## src/rtl/mux_pkg.sv

```systemverilog
// rtl/mux_pkg.sv - shared constants and types for the 16-to-1 lane selector
//
// Purpose : lane count, select width and select type used by mux16to1 and
//           its testbench.
// Ports   : none (package)

package mux_pkg;

    localparam int NUM_LANES = 16;
    localparam int SEL_W     = 4;

    typedef logic [SEL_W-1:0] sel_t;

endpackage : mux_pkg

```

## src/rtl/mux4to1.sv

```systemverilog
// rtl/mux4to1.sv - combinational 4-to-1 lane selector, one node of the select tree
//
// Purpose : picks one of four packed LANE_W-bit lanes.
// Ports   : d   [4*LANE_W-1:0] packed lanes, lane 0 at the LSBs
//           sel [1:0]          lane select
//           y   [LANE_W-1:0]   selected lane

module mux4to1 #(
    parameter int LANE_W = 1
) (
    input  logic [4*LANE_W-1:0] d,
    input  logic [1:0]          sel,
    output logic [LANE_W-1:0]   y
);

    always_comb begin
        y = d[0 +: LANE_W];
        case (sel)
            2'd1:    y = d[1*LANE_W +: LANE_W];
            2'd2:    y = d[2*LANE_W +: LANE_W];
            2'd3:    y = d[3*LANE_W +: LANE_W];
            default: y = d[0 +: LANE_W];
        endcase
    end

endmodule : mux4to1

```

## src/rtl/mux16to1.sv

```systemverilog
// rtl/mux16to1.sv - registered 16-to-1 lane selector with valid tracking
//
// Purpose : selects lane s of the packed bus a through a two-level tree of
//           4-to-1 selectors and registers it on y when in_valid is high.
// Ports   : clk       rising-edge clock
//           rst_n     asynchronous active-low reset
//           a         [16*LANE_W-1:0] packed lanes, lane i = a[i*LANE_W +: LANE_W]
//           s         [3:0] lane select
//           in_valid  qualifies a/s this cycle
//           y         [LANE_W-1:0] registered selected lane
//           out_valid y holds a freshly captured lane
// Options : MUX16TO1_INPUT_REG_EN adds an input register stage (latency 2).

module mux16to1
    import mux_pkg::*;
#(
    parameter int LANE_W = 1
) (
    input  logic                        clk,
    input  logic                        rst_n,
    input  logic [NUM_LANES*LANE_W-1:0] a,
    input  logic [SEL_W-1:0]            s,
    input  logic                        in_valid,
    output logic [LANE_W-1:0]           y,
    output logic                        out_valid
);

    // Inputs as seen by the select tree (direct or after the optional stage)
    logic [NUM_LANES*LANE_W-1:0] a_st;
    sel_t                        s_st;
    logic                        v_st;

`ifdef MUX16TO1_INPUT_REG_EN
    logic [NUM_LANES*LANE_W-1:0] a_q;
    sel_t                        s_q;
    logic                        v_q;

    // Data and select only load on valid cycles so an undriven select while
    // idle never reaches the tree.
    always_ff @(posedge clk or negedge rst_n) begin
        if (!rst_n) begin
            a_q <= '0;
            s_q <= '0;
            v_q <= 1'b0;
        end else begin
            v_q <= in_valid;
            if (in_valid) begin
                a_q <= a;
                s_q <= s;
            end
        end
    end

    assign a_st = a_q;
    assign s_st = s_q;
    assign v_st = v_q;
`else
    assign a_st = a;
    assign s_st = s;
    assign v_st = in_valid;
`endif

    // First level: four groups of four lanes, each resolved by s[1:0]
    logic [4*LANE_W-1:0] l1_lane;
    logic [LANE_W-1:0]   sel_lane;

    for (genvar g = 0; g < 4; g++) begin : g_l1
        mux4to1 #(
            .LANE_W (LANE_W)
        ) u_mux (
            .d   (a_st[g*4*LANE_W +: 4*LANE_W]),
            .sel (s_st[1:0]),
            .y   (l1_lane[g*LANE_W +: LANE_W])
        );
    end

    // Second level: pick the group with s[3:2]
    mux4to1 #(
        .LANE_W (LANE_W)
    ) u_l2 (
        .d   (l1_lane),
        .sel (s_st[3:2]),
        .y   (sel_lane)
    );

    // y holds across idle cycles; out_valid flags only freshly captured data
    always_ff @(posedge clk or negedge rst_n) begin
        if (!rst_n) begin
            y         <= '0;
            out_valid <= 1'b0;
        end else begin
            out_valid <= v_st;
            if (v_st) begin
                y <= sel_lane;
            end
        end
    end

endmodule : mux16to1

```

## config.mk

```make
export PLATFORM = sky130hd
export DESIGN_NAME = mux16to1
export DESIGN_NICKNAME = d
export VERILOG_FILES = /design/src/rtl/mux_pkg.sv /design/src/rtl/mux4to1.sv /design/src/rtl/mux16to1.sv
export SDC_FILE = /design/constraint.sdc
export NUM_CORES = 1
export LEC_CHECK = 0
export BUFFER_PORTS_ARGS = -buffer_cell sky130_fd_sc_hd__buf_2
export CAP_MARGIN = 20
export CORE_AREA = 4 4 41 43
export CTS_CLUSTER_DIAMETER = 40
export DETAILED_ROUTE_END_ITERATION = 16
export DIE_AREA = 0 0 45 47
export HOLD_SLACK_MARGIN = 0.05
export MAX_ROUTING_LAYER = met4
export PLACE_DENSITY = 0.5
export SLEW_MARGIN = 20
export SYNTH_ARGS = -nofsm -noshare
export SYNTH_HDL_FRONTEND = slang
export SYNTH_SLANG_ARGS = --single-unit
```

## constraint.sdc

```tcl
create_clock -name clk -period 1 [get_ports clk]
set_clock_uncertainty 0.2 [all_clocks]
set_input_delay 0.15 -clock clk [delete_from_list [all_inputs] [get_ports clk]]
set_output_delay 0.15 -clock clk [all_outputs]
set_load 0.05 [all_outputs]
```

# After elaboration in Yosys (flattened, before gate mapping)

Index checks and enable logic that the tools add are counted.

Divide/modulo/power cells: 0
Equality and inequality tests: 6
Multipliers: 0
$lt $le $gt $ge: 0
$add $sub $neg: 0
Mux-type cells: 5
Reductions and logical operators: 0
Shifts and indexed selects: 0
Bitwise gates (word level): 0

Operators with widths:

| operator                                                              | number |
|---|---|
| 1-bit one-hot mux with 3 select lines                                 | 5 |
| 2-bit equality test, second input constant                            | 4 |
| 2-bit by 1-bit equality test with 1-bit output, second input constant | 2 |

Memory bits (read-only): 0
Register bits after elaboration: 2
Memories: 0
Memory bits (writable): 0
Output and inout port bits: 2
Bits in latches: 0

# Depth between registers and ports, before layout

Gate-level depths: netlist of run 1.

Depth after elaboration: 3
Depth in mapped cells: 5
Depth with buffers taken out: 4

# Modules after synthesis

A second synthesis of run 1 with hierarchy kept.

Cell total of the unflattened synthesis: 8
Area total of the unflattened synthesis: 177.7 µm²

By module, submodules not included:

| module   | seq. area each (µm²) | times used | area each (µm²) | cells an instance |
|---|---|---|---|---|
| mux4to1  | 0.0                  | 5          | 22.5            | 1 |
| mux16to1 | 50.0                 | 1          | 65.1            | 3 |

# Worst setup path before layout of run 1

No wires, ideal clock.

Path kind: in2reg
From: in s[0]
To: reg y
Slack: -0.426 ns
Arrival: 1.102 ns
Data required time: 0.676 ns
Stages on the path: 5
Library setup time: 0.124 ns
Cells stage by stage: buf_6 > mux2_4 > a221oi_2 > a311oi_1 > o31a_1

Longest elaborated chain between the ends: 3

Ends and longest elaborated chain:

| item                                                                                  | RTL line       | source |
|---|---|---|
| start: declaration                                                                    | mux16to1.sv:22 | `input logic [SEL_W-1:0] s,` |
| 2-bit equality test or 2-bit by 1-bit equality test with 1-bit output (tied branches) | mux4to1.sv:18  | `case (sel)` |
| 1-bit one-hot mux with 3 select lines                                                 | mux4to1.sv:18  |  |
| 1-bit one-hot mux with 3 select lines *                                               | mux4to1.sv:18  |  |
| end signal: assignment                                                                | mux16to1.sv:94 | `y <= sel_lane;` |
| end: declaration                                                                      | mux16to1.sv:24 | `output logic [LANE_W-1:0] y,` |

Every way passes the cells marked *; elsewhere a longest branch is shown, timed or not.
A chain may end at the register's enable or synchronous reset.

# Worst setup path in the final report of run 1

Ends and elaborated chain as after synthesis.

==> reports/summary.txt, run 1 <==
======================================================================================
Number of distinct standard cells referenced by the synthesized netlist             18
Setup slack of the critical path after layout                                -202.4 ps
Worst-skew pair later-pin latency                                               220 ps
Number of clock sinks                                                                2
Total via count after detailed routing                                             304
Total of flip-flops plus latches after synthesis                                     2
Maximum single-stage delay on the critical path                                 290 ps
Share of synthesized area occupied by flip-flops and latches                    19.32%
Required arrival time at the worst endpoint                                     900 ps
Fin. Hold Viols                                                                      0
Maximum number of pins on one net before global-route repair                         7
Number of maximum-capacitance constraint violations                                  0
Largest area contributor in the synthesized netlist                            dfrtp_1
Overall die width                                                                45 µm
Share of the clock period used by the worst path after layout                   120.2%
Via count of the first global-routing pass                                         337
Time the final worst path needs with I/O delays and setup                      1202 ps
Power density of the placed cells                                         972.5 nW/µm²
RSZ-0062 raised after global routing                                              true
Measured slew at the worst slew-check pin                                     225.9 ps
Largest voltage drop on the vdd net                                        0.0002423 V
Setup crit end kind                                                          flip-flop
Status                                                                    complete, but fails checks
Worst path buffer plus inverter count                                                1
Cell family with most CP delay                                            compound AO/OA/AOI/OAI gates
Leading cell types by total area after synthesis                          dfrtp_1 19%, a221oi_2 12%, mux2_4 12%
Highest achievable clock rate                                               0.8317 GHz
Tightest slew margin relative to the limit                                      84.84%
Die area                                                                      2115 µm²
Average cell area after synthesis                                            10.79 µm²
Top cell type's share of synthesized area                                       19.32%
I/O pin count                                                                       25
Number of instances in the synthesized netlist                                      24
Violations in the final reports                                           negative setup slack
Final Wtd Congestion                                                            0.7447
Worst-path cell with the longest stage delay                                    mux2_4
Worst endpoint data arrival time                                               1110 ps
Global-route usage over all layers                                              8.660%
DR iter-0 viols                                                                      0
Kind of critical path                                                     input port to flip-flop
Crit path depth                                                                      5
Total wirelength of the detailed-routed design                                  757 µm
Number of antenna violations at the first check in global routing                    0
Average detailed-routed wire length per instance                              10.66 µm
Final slew viol count                                                                0
Post-placement setup slack                                                   -500.1 ps
Kind of start point of the critical path                                    input port
Number of CTS-inserted buffers                                                       3
Fin cells                                                                           71
Synthesized area                                                             259.0 µm²
HPWL after detailed placement                                                 651.9 µm
Endpoints failing setup                                                              3
Number of standard-cell rows in the floorplan                                       13
Storage element area                                                         50.05 µm²
Area of the multi-input gates                                                187.7 µm²
Share of final-layout standard cells stronger than drive strength 1             73.21%
CTS tree                                                                          done
Number of remaining DRC errors                                                       0
Starting utilization of the core area                                           19.90%
Hold crit path type                                                       input port to async pin
Final net count                                                                     81
Count of buffers inserted at the top-level ports                                    24
Critical path peak fanout                                                            6
R2R depth                                                                            3
Setup crit start                                                                  s[0]
Maximum level of the CTS H-tree                                                      1
Slack of the worst reg-to-reg path                                               60 ps
Hold-fix buffers at CTS                                                              2
Signed area change from the synthesized netlist to the final layout             86.47%
Diode insertion count for antenna repair                                             0
Fillers                                                                            144
Routed Antenna Nets                                                                  0
Post-Syn Nets                                                                       47
First-pass iteration count of the detailed router                                    1
Synthesis Warnings                                                                   0
Startpoint of the worst-slack reg-to-reg timing path                                 y
Post-Place Cells                                                                    66
Vias per std cell                                                                4.282
Core area                                                                     1301 µm²
Critical path endpoint                                                               y
R2r endpoint                                                                         y
CTS clock-pin slew for the worst setup and hold paths                            30 ps
Bufs on Longest Clock Path                                                           2
Worst path cell trace                                                     buf_8, mux2_4, a221oi_2, a211oi_1, o31a_1
Total overflow reported by the global router                                         0
Leakage Power                                                             0.0002451 µW
First-pass GRT wire length                                                     1228 µm
Clock tree root driver cell                                                   clkbuf_4
Vertical die dimension                                                           47 µm
======================================================================================
==> power by group <==
part           internal (µW)  leakage, µW  switching, µW
sequential              89.7    0.0000229           4.99
clock                    132    0.0000138           45.0
combinational            111     0.000208           86.4
==> synthesized netlist by cell type <==
| library cell | n |
|---|---|
| a211oi_1 | 1 |
| o21ai_0 | 1 |
| a21o_2 | 1 |
| mux2_4 | 2 |
| a311oi_1 | 1 |
| mux2_2 | 1 |
| nor2b_4 | 1 |
| mux4_2 | 1 |
| a21oi_1 | 2 |
| inv_1 | 1 |
| mux2i_1 | 1 |
| nor3_1 | 1 |
| o31a_1 | 1 |
| dfrtp_1 | 2 |
| a221oi_2 | 2 |
| buf_6 | 2 |
| nor2_1 | 1 |
| nand2_1 | 2 |
==> how the worst min path moves through the flow <==
| stage | startpoint | to | slack [ps] | depth (start not counted) |
|---|---|---|---|---|
| global route | rst_n | y | 40 | 2 |
| finish | rst_n | y | 40 | 2 |
| CTS | rst_n | y | 40 | 2 |
| detailed placement | rst_n | y | -260 | 1 |
| global placement | rst_n | out_valid | -260 | 1 |
| floorplan | rst_n | out_valid | -350 | 0 |
==> cell usage in the layout (no fill, tap or decap) <==
master,n
a211oi_1,1
a311oi_1,1
o21ai_0,1
nand2_1,2
nor2b_4,1
nor2_1,1
a221oi_2,2
dfrtp_1,2
mux4_2,1
buf_8,1
a21oi_1,2
inv_1,1
mux2i_1,1
nor3_2,1
buf_6,2
clkbuf_4,3
mux2_2,1
a21o_2,1
o31a_1,1
buf_2,21
buf_4,5
mux2_4,2
dlygate4sd3_1,2
==> worst reg2reg max path: stages, from the launching register on <==
cell and delay (ps):
dfrtp_1 370, nor2_1 110, a21oi_1 50, o31a_1 100
==> layer usage <==
layer	GRT usage, %	share of wire [%]	wire length (µm)	up-vias
li1	-	-	-	159
met1	9.361	38	291	126
met2	12.15	46	346	19
met3	3.831	16	119	0
met4	7.018	0	0	0
met5	-	0	0	-
==> layout make-up <==
| cell class | count | share of cell area, % |
|---|---|---|
| repair buffers | 31 | 41.45 |
| multi-input cells | 19 | 38.86 |
| flip-flops and latches | 2 | 10.36 |
| clock buffers | 3 | 4.663 |
| well taps | 15 | 3.886 |
| inverters | 1 | 0.7772 |
==> logic make-up after synthesis <==
group,count (synthesis),synth area share [%]
mux,5,28.50
buf+inv,3,10.14
flops,2,19.32
simple gates,5,11.59
compound gates,9,30.44
==> registers in the layout, summed over array words and instances, names as in the netlist <==
register	count
out_valid	1
y	1
==> metrics by stage <==
stage                     utilization [%]  hold WS [ps]  setup TNS, ps  area, µm²  total power, µW
after floorplan                         -        -345.6         -395.8      259.0            199.3
after global placement              31.73        -263.2         -483.7      412.9            270.6
after detailed placement            31.73        -262.6         -500.1      412.9            271.3
after CTS                           36.73         36.01         -419.5      478.0            482.1
after global routing                37.12         44.86         -479.6      483.0            511.9
final                               37.12         38.97         -399.2      483.0            469.7
==> repair_timing <==
item                                    CTS  global route
endpoints found under the setup margin    3             3
endpoints found under the hold margin     4             1
pin swaps                                 0             1
buffers inserted                          0             0
resized for setup                         7             1
No activity file was read; power rests on OpenSTA's default activity.
==> inputs of run 2 (changes only) <==
clock period = 1.3 ns   (was 1 ns; I/O delays follow)
==> reports/summary.txt, run 2 (synthesis gave the netlist of run 1 again) <==
==================================================================================
Die area                                                                  2115 µm²
Number of standard-cell rows in the floorplan                                   13
Count of buffers inserted at the top-level ports                                24
Routed Antenna Nets                                                              0
Worst hold path startpoint                                                in_valid
First-pass iteration count of the detailed router                                2
Post-placement setup slack                                               -249.5 ps
Startpoint of the worst-slack reg-to-reg timing path                             y
Required arrival time at the worst endpoint                                1200 ps
Bufs on Longest Clock Path                                                       2
Worst path buffer plus inverter count                                            1
Starting utilization of the core area                                       19.90%
Number of buffers inserted to repair setup after CTS                             0
Via count of the first global-routing pass                                     310
Status                                                                finished, final reports clean
Final net count                                                                 80
Internal cell power                                                       249.7 µW
Total wirelength of the detailed-routed design                              757 µm
Endpoints failing setup                                                          0
First-pass GRT wire length                                                 1228 µm
Clk pwr share                                                                37.9%
Core area                                                                 1301 µm²
Share of final-layout standard cells stronger than drive strength 1         72.73%
Fin. Hold Viols                                                                  0
Share of the clock period used by the worst path after layout               99.19%
Critical path peak fanout                                                        6
I/O pin count                                                                   25
CTS tree                                                                      done
Largest voltage drop on the vdd net                                    0.0002558 V
Switching fraction of total power                                           29.82%
Highest achievable clock rate                                           0.7755 GHz
Global-route usage over all layers                                          8.163%
Switching power                                                           106.1 µW
Total via count after detailed routing                                         306
Kind of critical path                                                 input port to flip-flop
Tightest slew margin relative to the limit                                  83.48%
Maximum single-stage delay on the critical path                             310 ps
Most common cell after layout, fill and taps aside                           buf_2
Worst endpoint data arrival time                                           1190 ps
Setup crit end kind                                                      flip-flop
Part of the total power dissipated in combinational logic                    42.0%
Measured slew at the worst slew-check pin                                 249.5 ps
Number of clock sinks                                                            2
Total overflow reported by the global router                                     0
Worst-path cell with the longest stage delay                                mux2_4
Slack of the worst reg-to-reg path                                          360 ps
Maximum number of pins on one net before global-route repair                     7
Cells on Worst Hold Path                                                         3
Final slew viol count                                                            0
Largest registers                                                     out_valid (1), y (1)
Maximum level of the CTS H-tree                                                  1
Time the final worst path needs with I/O delays and setup                  1290 ps
Sequential power share                                                       20.1%
Hold crit path type                                                   input port to flip-flop
Sink of the worst hold path                                                      y
Worst path cell trace                                                 buf_8, mux2_4, a221oi_4, a311oi_2, o31a_1
R2r endpoint                                                                     y
Final Wtd Congestion                                                        0.7234
Power density of the placed cells                                     748.2 nW/µm²
Final design utilization                                                    36.54%
Vertical die dimension                                                       47 µm
Most frequent cells in the layout                                     23 x buf_2, 4 x buf_4, 3 x clkbuf_4
R2R depth                                                                        3
Number of antenna violations at the first check in global routing                0
Overall die width                                                            45 µm
DR iter-0 viols                                                                  1
Number of remaining DRC errors                                                   0
Setup slack of the critical path after layout                             10.47 ps
RSZ-0062 raised after global routing                                          true
Diode insertion count for antenna repair                                         0
Worst-skew pair later-pin latency                                           220 ps
Clock tree root driver cell                                               clkbuf_4
Leakage Power                                                         0.0002378 µW
CTS clock-pin slew for the worst setup and hold paths                        30 ps
Signed area change from the synthesized netlist to the final layout         83.58%
Cell family with most CP delay                                        compound AO/OA/AOI/OAI gates
Kind of start point of the critical path                                input port
Vias per std cell                                                            4.371
Average detailed-routed wire length per instance                          10.81 µm
Number of CTS-inserted buffers                                                   3
Number of maximum-capacitance constraint violations                              0
==================================================================================
==> run 2: through the flow <==
step	area [µm²]	std cells	setup TNS [ps]	total power, µW	hold slack (ps)
after floorplan	259.0	24	-140.8	153.3	-300.6
final	475.5	70	0	355.7	82.54
after global routing	475.5	70	-13.46	380.1	104.8
after global placement	405.4	65	-228.4	206.1	-218.0
after CTS	450.4	70	0	356.8	73.37
after detailed placement	405.4	65	-249.5	205.6	-217.7
==> run 2: worst reg2reg max path, delay by kind of cell, from the launching register on <==
family | cells | cell delay, ps
flip-flops | 1 | 370
AND/OR/NAND/NOR | 1 | 110
AO/OA/AOI/OAI | 2 | 150
==> run 2: repair_timing <==
item	CTS	global route
hold buffers	2	0
pin swaps	0	5
endpoints found under the hold margin	3	0
resized for setup	1	4
setup endpoints to repair	1	1
==> run 2: power by group through the flow <==
| stage | Clock (µW) | Combinational, µW | Sequential, µW |
|---|---|---|---|
| global placement | 0 | 134 | 71.9 |
| global route | 146 | 161 | 72.5 |
| detailed placement | 0 | 134 | 71.9 |
| floorplan | 0 | 58.8 | 94.6 |
| finish | 135 | 149 | 71.6 |
| CTS | 145 | 140 | 71.4 |
==> run 2: layout make-up <==
| type | instances | area [µm²] |
|---|---|---|
| well taps | 15 | 18.77 |
| repair buffers | 30 | 180.2 |
| clock buffers | 3 | 22.52 |
| multi-input cells | 19 | 200.2 |
| flip-flops and latches | 2 | 50.05 |
| inverters | 1 | 3.754 |
| fillers | 143 | 825.8 |
==> run 2: routing by layer <==
metal / part of all wire [%] / GRT usage [%] / wire [µm]
met5: 0 / - / 0
met4: 0 / 3.509 / 0
met3: 13 / 2.299 / 95
met2: 42 / 12.43 / 319
met1: 45 / 10.02 / 342
==> run 2: how the worst max path moves through the flow <==
stage               slack [ps]  from  to  cells after the start
global placement          -230  s[0]   y                      5
finish                      10  s[0]   y                      5
CTS                         20  s[0]   y                      5
global route               -10  s[0]   y                      5
floorplan                 -140  s[0]   y                      5
detailed placement        -250  s[0]   y                      5
